$ cat config.mk
export PLATFORM = sky130hd
export DESIGN_NAME = mag_sqrt_ctrl
export DESIGN_NICKNAME = d
export VERILOG_FILES = /design/src/rtl/mag_sqrt_ctrl.sv
export SDC_FILE = /design/constraint.sdc
export NUM_CORES = 2
export LEC_CHECK = 0
export CAP_MARGIN = 30
export CORE_ASPECT_RATIO = 1.5
export CORE_MARGIN = 2
export CORE_UTILIZATION = 40
export CTS_BUF_LIST = sky130_fd_sc_hd__clkbuf_4
export DETAILED_ROUTE_END_ITERATION = 6
export GPL_TIMING_DRIVEN = 0
export PLACE_DENSITY = 0.59
export SYNTH_ARGS = -nofsm -noshare
export SYNTH_HDL_FRONTEND = slang
export SYNTH_SLANG_ARGS = --single-unit
$ cat constraint.sdc
create_clock -name clk -period 7.86 [get_ports clk]
set_clock_uncertainty 0.2 [all_clocks]
set_input_delay 1.179 -clock clk [delete_from_list [all_inputs] [get_ports clk]]
set_output_delay 1.179 -clock clk [all_outputs]
set_load 0.005 [all_outputs]
$ cat src/rtl/mag_sqrt_ctrl.sv
`default_nettype none
// ============================================================================
//  Module      : mag_sqrt_ctrl
//  Description : Front/back-end controller around the sqrt_u32 stage.
//                Accepts signed I/Q samples with tags, computes I^2+Q^2 in a
//                two-stage pipeline, issues it to sqrt_u32 under a credit
//                limit, buffers returned roots and presents {mag, tag} in
//                order with backpressure.
//  Revision    : 1.0 - initial release
// ============================================================================
module mag_sqrt_ctrl #(
  parameter int CREDITS = 16,
  parameter int TAG_W   = 4
) (
  input  logic                       clk,
  input  logic                       rst,
  input  logic                       s_vld,
  output logic                       s_rdy,
  input  logic [15:0]                s_i,
  input  logic [15:0]                s_q,
  input  logic [TAG_W-1:0]           s_tag,
  output logic                       sq_vld,
  output logic [31:0]                sq_x,
  input  logic                       sq_rvld,
  input  logic [15:0]                sq_y,
  output logic                       m_vld,
  input  logic                       m_rdy,
  output logic [15:0]                m_mag,
  output logic [TAG_W-1:0]           m_tag,
  output logic [$clog2(CREDITS):0]   outstanding,
  output logic                       err
);

  localparam int CW = $clog2(CREDITS) + 1;
  localparam int AW = $clog2(CREDITS);
  localparam logic [CW-1:0] C_CREDITS = CW'(CREDITS);
  localparam logic [CW-1:0] C_ONE     = CW'(1);

  // Handshake qualifiers
  logic w_accept;
  logic w_pop;

  // Square pipeline
  logic signed [31:0] w_i_ext;
  logic signed [31:0] w_q_ext;
  logic        [31:0] w_prod_i;
  logic        [31:0] w_prod_q;
  logic               r_v1;
  logic        [31:0] r_sq_i;
  logic        [31:0] r_sq_q;

  // Tag FIFO
  logic [TAG_W-1:0] r_tag_mem [CREDITS];
  logic [AW-1:0]    r_tag_wp;
  logic [AW-1:0]    r_tag_rp;

  // Result FIFO
  logic [15:0]      r_res_mem [CREDITS];
  logic [AW-1:0]    r_res_wp;
  logic [AW-1:0]    r_res_rp;
  logic [CW-1:0]    r_res_cnt;
  logic             w_res_full;
  logic             w_res_push;

  // Results expected back from sqrt_u32
  logic [CW-1:0]    r_insq;
  logic             w_insq_zero;
  logic             w_ret_ok;

  assign s_rdy    = (outstanding < C_CREDITS);
  assign w_accept = s_vld & s_rdy;
  assign w_pop    = m_vld & m_rdy;

  assign w_i_ext  = {{16{s_i[15]}}, s_i};
  assign w_q_ext  = {{16{s_q[15]}}, s_q};
  // Squares of 16-bit signed values never exceed 2^30, so the low 32 bits
  // of the signed product are the exact non-negative result.
  assign w_prod_i = w_i_ext * w_i_ext;
  assign w_prod_q = w_q_ext * w_q_ext;

  assign w_insq_zero = (r_insq == '0);
  assign w_res_full  = (r_res_cnt == C_CREDITS);
  // A result with no matching issue, or with no room, is dropped
  assign w_ret_ok    = sq_rvld & ~w_insq_zero;
  assign w_res_push  = w_ret_ok & ~w_res_full;

  assign m_vld = (r_res_cnt != '0);
  assign m_mag = r_res_mem[r_res_rp];
  assign m_tag = r_tag_mem[r_tag_rp];

  // Credit counter: samples accepted but not yet popped downstream
  always_ff @(posedge clk or posedge rst) begin
    if (rst) begin
      outstanding <= '0;
    end else begin
      case ({w_accept, w_pop})
        2'b10:   outstanding <= outstanding + C_ONE;
        2'b01:   outstanding <= outstanding - C_ONE;
        default: outstanding <= outstanding;
      endcase
    end
  end

  // Stage 1: register the two squares on accept
  always_ff @(posedge clk or posedge rst) begin
    if (rst) begin
      r_v1   <= 1'b0;
      r_sq_i <= '0;
      r_sq_q <= '0;
    end else begin
      r_v1 <= w_accept;
      if (w_accept) begin
        r_sq_i <= w_prod_i;
        r_sq_q <= w_prod_q;
      end
    end
  end

  // Stage 2: sum and issue to sqrt_u32; sq_x holds between issues
  always_ff @(posedge clk or posedge rst) begin
    if (rst) begin
      sq_vld <= 1'b0;
      sq_x   <= '0;
    end else begin
      sq_vld <= r_v1;
      if (r_v1) begin
        sq_x <= r_sq_i + r_sq_q;
      end
    end
  end

  // Tag FIFO storage
  always_ff @(posedge clk) begin
    if (w_accept) begin
      r_tag_mem[r_tag_wp] <= s_tag;
    end
  end

  // Tag FIFO pointers; occupancy is bounded by the credit count
  always_ff @(posedge clk or posedge rst) begin
    if (rst) begin
      r_tag_wp <= '0;
      r_tag_rp <= '0;
    end else begin
      if (w_accept) r_tag_wp <= r_tag_wp + 1'b1;
      if (w_pop)    r_tag_rp <= r_tag_rp + 1'b1;
    end
  end

  // Result FIFO storage
  always_ff @(posedge clk) begin
    if (w_res_push) begin
      r_res_mem[r_res_wp] <= sq_y;
    end
  end

  // Result FIFO pointers and occupancy; no fall-through on empty
  always_ff @(posedge clk or posedge rst) begin
    if (rst) begin
      r_res_wp  <= '0;
      r_res_rp  <= '0;
      r_res_cnt <= '0;
    end else begin
      if (w_res_push) r_res_wp <= r_res_wp + 1'b1;
      if (w_pop)      r_res_rp <= r_res_rp + 1'b1;
      case ({w_res_push, w_pop})
        2'b10:   r_res_cnt <= r_res_cnt + C_ONE;
        2'b01:   r_res_cnt <= r_res_cnt - C_ONE;
        default: r_res_cnt <= r_res_cnt;
      endcase
    end
  end

  // Count of samples issued to sqrt_u32 whose result has not returned
  always_ff @(posedge clk or posedge rst) begin
    if (rst) begin
      r_insq <= '0;
    end else begin
      case ({sq_vld, w_ret_ok})
        2'b10:   r_insq <= r_insq + C_ONE;
        2'b01:   r_insq <= r_insq - C_ONE;
        default: r_insq <= r_insq;
      endcase
    end
  end

  // Sticky protocol error: spurious result or result with no buffer room
  always_ff @(posedge clk or posedge rst) begin
    if (rst) begin
      err <= 1'b0;
    end else if (sq_rvld & (w_insq_zero | w_res_full)) begin
      err <= 1'b1;
    end
  end

endmodule
`default_nettype wire
==> impl_metrics.yaml <==
critical_path:
  worstSetupPathType: "in2reg"
  start_kind: "primary input"
  r2r_start: "outstanding[4]$_DFFE_PP0P_"
  r2r-end: "outstanding[4]$_DFFE_PP0P_"
  critPathMaxFanout: 10
  r2r_cells: 14
  endpoint_kind: "register"
  crit_required_ps: 8340
  arrival_ps: 8120
  timing.reg2reg.setup_slack_ps: 3620
final_layout:
  final_nets: 4066
  syn_to_final_growth_pct: 12.16
  utilization_pct: 45.25
  layout-drive-gt1-share_pct: 11.06
routing:
  drt_iter0_drc: 904
  wl_per_cell_um: 18.53
  ant_nets: 0
  route.detailed.drc: 0
  drtPass1Iterations: 5
  routed_wl_mm: 84.46
  via_per_inst: 4.971
  vias: 22651
sta:
  holdWs_ps: 279.9
  relSlewSlack_pct: 37.17
  finalWorstSetupSlack_ps: 217.7
  setup_viol: 0
  max_freq_ghz: 0.1309
  slew_violations: 0
  rsz0062_at_grt: "no"
  finalCritPeriodShare_pct: 97.23
  worst_pin_slew_ps: 942.5
  period_needed_ps: 7642
  hold_viol: 0
  finalSetupTns_ps: 0
grt:
  grtUsageTotal_pct: 18.87
  grt_pass1_wl_mm: 136.1
  antenna_found_initial: 1
  grt_max_degree: 96
  grt-ovfl-total: 0
  grt_pass1_vias: 25556
placement:
  place_ws_ps: -1171
  dp_hpwl_mm: 67.77
  io_buffers: 114
  place.gp.congestion: 0.8643
floorplan:
  die_h_um: 373.7
  fp-row-count: 135
  die_w_um: 250.5
  die_area_sq_um: 93620
  core_sq_um: 90370
  io_pins: 118
  initial_core_util_pct: 40.34
yosys:
  syn_area_per_cell_sq_um: 11.91
  syn-cell-area_sq_um: 36450
  synth_seq_cells: 448
  async_reset_ff_share_pct: 28.57
  ys_warn_count: 0
  netlist_instances: 3060
  synth_cell_types: 65
  synth_nets: 3819
  ys_seq_area_share_pct: 35.15
  ys.flop_type: "edfxtp_1"
  synth_edf_count: 320
clock_tree:
  insertion_delay_ps: 860
  cts-hold-fix-buffers: 0
  clockBufferDepth: 3
  clock-root-buffer: "clkbuf_4"
  ctsHtreeMaxLevel: 3
  path_clk_slew_ps: 60
  cts_num_sinks: 448
  cts_tree: "yes"
  cts_made_buffers: 107
min_path:
  worstHoldStart: "r_insq[4]$_DFFE_PP0P_"
  holdPathStages: 1
  whs_endpoint: "r_insq[4]$_DFFE_PP0P_"
  hold_class: "reg2reg"
status:
  status: "finished clean"
flow_run:
  drv_cap: 0
[final cells by class]
type	count	area, sq um
Clock inverter	38	242.7
Antenna cell	1	2.502
Sequential cell	448	12810
Tap cell	1164	1456
Timing Repair Buffer	138	1456
Buffer	96	394.1
Multi-Input combinational cell	1831	20780
Inverter	685	2576
Clock buffer	156	1171
Fill cell	8383	49480
[stage by stage]
step           area, sq um  instances
2_1_floorplan        36460       3060
3_3_place_gp         39050       4338
3_5_place_dp         39420       4362
4_1_cts              40850       4556
5_1_grt              40890       4557
6_report             40890       4557
[kinds of logic after synthesis]
group | synth area share [%]
compound gates | 5.265
simple gates | 7.135
xor+xnor | 3.388
fa+ha+maj | 33.79
flops | 35.15
buf+inv | 8.045
mux | 7.228
[critical path, stage by stage]
cell and delay (ps):
clkdlybuf4s50_1 580, clkbuf_1 500, nand2_1 150, fa_1 540
fa_1 450, fa_1 520, inv_1 60, fa_1 470
fa_1 530, inv_1 60, fa_1 550, inv_1 60
ha_1 260, clkbuf_1 180, a211oi_1 210, o21ai_0 130
a221oi_2 340, nand3_1 190, a31oi_2 290, o21ai_1 180
a221oi_1 340, xnor2_1 230, o21ai_1 100
[cells in the mapped netlist, types with 3 or more instances]
library cell,instances,area share (%)
o31ai_1,7,0.14
nor4_1,9,0.15
a31oi_1,4,0.069
xnor2_1,102,2.5
or3_1,3,0.051
and3_1,13,0.22
a21oi_1,70,0.96
fa_1,471,26
o21ai_0,89,1.2
ha_1,231,7.9
o21a_1,10,0.21
a31o_2,7,0.17
inv_1,685,7.1
o21ai_1,4,0.055
nor2_1,89,0.92
mux4_2,100,6.2
a21o_1,34,0.70
mux2i_1,9,0.25
clkbuf_1,81,0.83
o211ai_1,4,0.082
nand2b_1,19,0.33
a211oi_1,10,0.21
dfrtp_1,128,8.8
xor2_1,39,0.94
and2_1,106,1.8
nand3_1,18,0.25
nand4_1,7,0.12
nor2b_1,9,0.15
nand2_1,262,2.7
nor3b_1,6,0.12
o21bai_1,16,0.33
or2_2,4,0.069
buf_1,14,0.14
a221oi_1,3,0.072
nor3_1,10,0.14
mux2_2,26,0.80
a211o_1,6,0.14
edfxtp_1,320,26
[cells in the final DEF (no fill, tap or decap), types with 26 or more instances in the layout]
cell / netlist / final
and2_1: 106 / 106
mux4_2: 100 / 100
xor2_1: 39 / 39
clkbuf_4: 0 / 160
edfxtp_1: 320 / 320
mux2_2: 26 / 26
a21oi_1: 70 / 70
inv_1: 685 / 684
clkinv_1: 0 / 27
nor2_1: 89 / 85
ha_1: 231 / 231
fa_1: 471 / 471
nand2_1: 262 / 262
clkbuf_1: 81 / 63
clkdlybuf4s50_1: 0 / 109
o21ai_0: 89 / 89
xnor2_1: 102 / 102
a21o_1: 34 / 34
dfrtp_1: 128 / 128
[flip-flops by register name (all words and copies together) (netlist names), 5 cells and up]
register and flops:
r_res_cnt 5, r_tag_mem 64, r_sq_q 31, outstanding 5, r_res_mem 256, r_insq 5
sq_x 32, r_sq_i 31
[worst max path at each step]
stage,from,endpoint,cells past startpoint
after global routing,s_q[4],r_sq_q[31]$_DFFE_PP0P_,23
after floorplan,s_i[15],r_sq_i[30]$_DFFE_PP0P_,22
final,s_q[4],r_sq_q[31]$_DFFE_PP0P_,23
after global placement,s_q[1],r_sq_q[31]$_DFFE_PP0P_,24
after detailed placement,s_q[1],r_sq_q[31]$_DFFE_PP0P_,24
after CTS,s_q[4],r_sq_q[31]$_DFFE_PP0P_,25
[routing by layer]
metal	wire length (um)	vias up	GRT usage, %
met5	0	-	0
met4	3258	0	7.762
met3	2840	161	2.229
met2	47130	497	36.04
met1	31230	11561	21.01
li1	-	10432	-
[repair_timing]
item	CTS	global route
buffers inserted	0	0
gates resized for setup	10	30
pin swaps	0	0
setup endpoints to repair	3	10
Power is not shown: default switching activity piles up to over one toggle a cycle in this logic, so the estimate is an artifact.
